[src/rtl/fb_pkg.sv]
// Shared definitions for the frame buffer: page geometry, address widths and the
// write-controller state encoding.
package fb_pkg;

  localparam int FB_PAGE_BYTES = 1024;
  localparam int FB_BYTE_AW    = 11;
  localparam int FB_WORD_AW    = 9;
  localparam int FB_IDX_W      = FB_BYTE_AW - 1;

  typedef enum logic [1:0] {
    IDLE      = 2'd0,
    FILL      = 2'd1,
    WAIT_SWAP = 2'd2
  } fb_state_e;

endpackage

[src/rtl/fb_write_ctrl.sv]
// Fills the back page of a two-page frame buffer from a byte stream; swaps pages on vsync.
// Writes are registered (1 cycle after transfer); s_ready drops while a full frame waits for vsync.
module fb_write_ctrl
  import fb_pkg::*;
#(
  parameter int FRAME_BYTES = FB_PAGE_BYTES
) (
  input  logic                  clk,
  input  logic                  reset,
  input  logic [7:0]            s_data,
  input  logic                  s_valid,
  input  logic                  s_sof,
  output logic                  s_ready,
  input  logic                  vsync,
  output logic                  ram_we,
  output logic [FB_BYTE_AW-1:0] ram_addr,
  output logic [7:0]            ram_din,
  output logic                  disp_page,
  output logic                  frame_done,
  output logic                  err
);

  localparam logic [FB_IDX_W-1:0] LAST_IDX = FB_IDX_W'(FRAME_BYTES - 1);

  fb_state_e             state_q, state_d;
  logic [FB_IDX_W-1:0]   cnt_q, cnt_d;
  logic                  disp_page_q, disp_page_d;
  logic                  ram_we_q, ram_we_d;
  logic [FB_BYTE_AW-1:0] ram_addr_q, ram_addr_d;
  logic [7:0]            ram_din_q, ram_din_d;
  logic                  frame_done_q, frame_done_d;
  logic                  err_q, err_d;
  logic                  xfer;

  assign s_ready = (state_q != WAIT_SWAP);
  assign xfer    = s_valid && s_ready;

  always_comb begin
    state_d      = state_q;
    cnt_d        = cnt_q;
    disp_page_d  = disp_page_q;
    ram_we_d     = 1'b0;
    ram_addr_d   = ram_addr_q;
    ram_din_d    = ram_din_q;
    frame_done_d = 1'b0;
    err_d        = 1'b0;

    case (state_q)
      IDLE: begin
        if (xfer) begin
          if (s_sof) begin
            ram_we_d   = 1'b1;
            ram_addr_d = {~disp_page_q, {FB_IDX_W{1'b0}}};
            ram_din_d  = s_data;
            cnt_d      = FB_IDX_W'(1);
            state_d    = FILL;
          end else begin
            err_d = 1'b1;
          end
        end
      end

      FILL: begin
        if (xfer) begin
          ram_we_d  = 1'b1;
          ram_din_d = s_data;
          if (s_sof) begin
            // Restart: the partial frame is abandoned in place and overwritten.
            err_d      = 1'b1;
            ram_addr_d = {~disp_page_q, {FB_IDX_W{1'b0}}};
            cnt_d      = FB_IDX_W'(1);
          end else begin
            ram_addr_d = {~disp_page_q, cnt_q};
            if (cnt_q == LAST_IDX) begin
              cnt_d   = '0;
              state_d = WAIT_SWAP;
            end else begin
              cnt_d = cnt_q + FB_IDX_W'(1);
            end
          end
        end
      end

      WAIT_SWAP: begin
        if (vsync) begin
          disp_page_d  = ~disp_page_q;
          frame_done_d = 1'b1;
          state_d      = IDLE;
        end
      end

      default: state_d = IDLE;
    endcase
  end

  always_ff @(posedge clk) begin
    if (reset) begin
      state_q      <= IDLE;
      cnt_q        <= '0;
      disp_page_q  <= 1'b0;
      ram_we_q     <= 1'b0;
      ram_addr_q   <= '0;
      ram_din_q    <= '0;
      frame_done_q <= 1'b0;
      err_q        <= 1'b0;
    end else begin
      state_q      <= state_d;
      cnt_q        <= cnt_d;
      disp_page_q  <= disp_page_d;
      ram_we_q     <= ram_we_d;
      ram_addr_q   <= ram_addr_d;
      ram_din_q    <= ram_din_d;
      frame_done_q <= frame_done_d;
      err_q        <= err_d;
    end
  end

  assign ram_we     = ram_we_q;
  assign ram_addr   = ram_addr_q;
  assign ram_din    = ram_din_q;
  assign disp_page  = disp_page_q;
  assign frame_done = frame_done_q;
  assign err        = err_q;

endmodule
[config.mk]
export PLATFORM = sky130hd
export DESIGN_NAME = fb_write_ctrl
export DESIGN_NICKNAME = d
export VERILOG_FILES = /design/src/rtl/fb_pkg.sv /design/src/rtl/fb_write_ctrl.sv
export SDC_FILE = /design/constraint.sdc
export NUM_CORES = 1
export LEC_CHECK = 0
export ABC_AREA = 1
export CORE_MARGIN = 10
export CORE_UTILIZATION = 43
export CTS_CLUSTER_DIAMETER = 40
export DETAILED_ROUTE_END_ITERATION = 7
export GPL_TIMING_DRIVEN = 0
export HOLD_SLACK_MARGIN = 0.06
export PLACE_DENSITY_LB_ADDON = 0.12
export SLEW_MARGIN = 20
export SYNTH_ARGS = -nofsm -noshare
export SYNTH_HDL_FRONTEND = slang
export SYNTH_SLANG_ARGS = --single-unit
[constraint.sdc]
create_clock -name clk -period 1.3 [get_ports clk]
set_clock_uncertainty 0.15 [all_clocks]
set_input_delay 0.26 -clock clk [delete_from_list [all_inputs] [get_ports clk]]
set_output_delay 0.26 -clock clk [all_outputs]
set_load 0.005 [all_outputs]
==> flow_summary.ini <==
[status]
status = complete, but fails checks
violations = setup timing

[logic_synthesis]
synth_nets = 220
synthCells = 206
yosys_warnings = 0
syn_area_um2 = 1500
ys.flop_type = dfxtp_1
yosysTopAreaCell = dfxtp_1
synth_area_leaders = dfxtp_1 47%, nand2_1 12%, nor2_1 9.5%
yosysTopAreaCellShare_pct = 46.7
yosysUniqueCellTypes = 25
syn_avg_cell_area_um2 = 7.28
yosys-top-cells-count = 48 x nand2_1, 38 x nor2_1, 35 x dfxtp_1
ys_ff_latch = 35
synth_most_common_cell = nand2_1
synth_edf_count = 0
synth-seq-area-share_pct = 46.7
synthArstFlopShare_pct = 0

[route]
met1_length_mm = 1.91
ant_nets = 0
drc = 0
post_drt_wl_per_cell_um = 14.0
via_per_inst = 4.99
totalWireLength_mm = 4.33
dr.pass1.iters = 4
highest_layer = met4
vias = 1546
wl_met3_um = 230
dr_wl_met2_mm = 2.13
drt_iter0_markers = 55

[sta]
fin_crit_sh_pct = 109
fin_ws_ps = -113
setup_violations = 24
drv_slew = 0
rsz0062_at_grt = yes
fin_crit_ps = 1410
slew_headroom_pct = 60.2
timing.fmax_mhz = 708
tightest_slew_ps = 597
hold_viol_final = 0
tns_ps = -1950

[clocking]
cts.sink_count = 35
root_buffer = clkbuf_4
clock_path_buffers = 2
cts_made_buffers = 5
htree_levels = 2
cts_tree = yes
path_clk_slew_ps = 120
clock_latency_ps = 340

[critical_path]
crit_type = reg -> reg
crit_required_ps = 1430
cp-end-kind = register
crit_arrival_ps = 1540
worst-path-max-fanout = 5
worstSetupStartpointType = register

[die]
start_util_pct = 44.6
ios = 37
core_area_um2 = 3360
placementRows = 21
die_y_um = 79.1
die_w_um = 79.1
die-area_um2 = 6250

[global_route]
overflow = 0
grt_antenna_before_repair = 0
gr-usage-all-layers_pct = 13.2
grt_max_degree = 12
grt_pass1_vias = 1405
grt_pass1_wl_mm = 6.64

[place]
place_inst = 287
gp_congestion = 0.783
io_buffer_count = 35
place_hpwl_mm = 2.79
preCtsSetupSlack_ps = -630

[power]
p_per_area_nw_per_um2 = 954
ir_worst_vdd_mv = 0.472
p_leak_nw = 0.943

[final_layout]
drive_above_1_share_pct = 42.4
fin_nets = 277
area.growth.synth_to_final_pct = 47.3
fill_cells = 327
stdcell_count = 310
diodes = 0

[min_path]
hold_path.class = in -> reg

[job]
maxCapViolations = 0
## critical path: stages, from the launching register on
cell and delay (ps):
dfxtp_4 380, inv_4 40, buf_6 110, buf_12 110
nor3_4 210, buf_6 180, nand2_2 50, a21oi_2 110
## final cells by class
type / instances / area (um2) / share of cell area [%]
clock buffers: 7 / 65.1 / 2.94
clock inverters: 1 / 7.51 / 0.340
well taps: 46 / 57.6 / 2.60
plain buffers: 8 / 60.1 / 2.72
multi-input cells: 147 / 830 / 37.5
inverters: 16 / 65.1 / 2.94
flip-flops and latches: 35 / 746 / 33.7
repair buffers: 50 / 379 / 17.2
## report_power, final
part / switching, mW / internal, mW / leakage, nW
clock network: 0.384 / 0.316 / 0.0375
logic: 0.151 / 0.138 / 0.608
registers: 0.0177 / 1.10 / 0.297
total: 0.553 / 1.55 / 0.943
## final timing paths
kind                    start     endpoint  slack, ps  cells after the start
hold / removal          reset  ram_addr[9]        130                      2
setup / recovery   state_q[0]  ram_addr[4]       -110                      7
hold reg to reg   ram_addr[7]  ram_addr[7]        320                      2
setup reg to reg   state_q[0]  ram_addr[4]       -110                      7
## sequential cells by signal, indices dropped and copies added (netlist names)
register    flops
ram_addr       11
cnt_q          10
ram_we          1
frame_done      1
disp_page       1
state_q         2
ram_din         8
err             1
## layer usage
| layer | GRT usage, % | vias to the layer above |
|---|---|---|
| met3 | 4.50 | 8 |
| met4 | 3.76 | 0 |
| li1 | - | 776 |
| met2 | 22.6 | 35 |
| met1 | 15.3 | 727 |
| met5 | 0 | - |
## stage by stage
step / util [%] / hold WS, ps / total power, mW / instance area (um2)
3_5_place_dp: 57.5 / 307 / 1.39 / 1930
2_1_floorplan: - / 267 / 1.27 / 1530
3_3_place_gp: 57.5 / 303 / 1.38 / 1930
6_report: 65.7 / 132 / 2.11 / 2210
4_1_cts: 63.7 / 113 / 2.10 / 2140
5_1_grt: 65.7 / 131 / 2.20 / 2210
## logic make-up (layout without fill, tap and decap cells)
family / after synthesis / count (layout) / synth area share [%]
adder cells (fa/ha/maj): 1 / 1 / 0.834
XOR/XNOR: 2 / 2 / 1.17
flip-flops: 35 / 35 / 46.7
buffers and inverters: 24 / 82 / 7.26
AND/OR/NAND/NOR: 111 / 111 / 32.4
AO/OA/AOI/OAI: 33 / 33 / 11.6
## repair_timing
action | CTS | global route
hold buffers | 0 | 0
endpoints found under the setup margin | 56 | 43
setup buffers | 11 | 1
pin swaps | 7 | 8
cloned | 2 | 1
resized for setup | 127 | 41
## cell usage in the layout, fill, tap and decap left out, types with 6 or more instances in the layout
master,n
a21oi_1,12
buf_2,18
buf_4,13
buf_6,6
clkdlybuf4s50_1,9
dfxtp_1,9
dfxtp_2,21
inv_1,13
nand2_1,40
nand2_4,6
nand3_1,10
nor2_1,32
o21ai_0,8
Note: power is estimated with default switching activity, not from simulation.
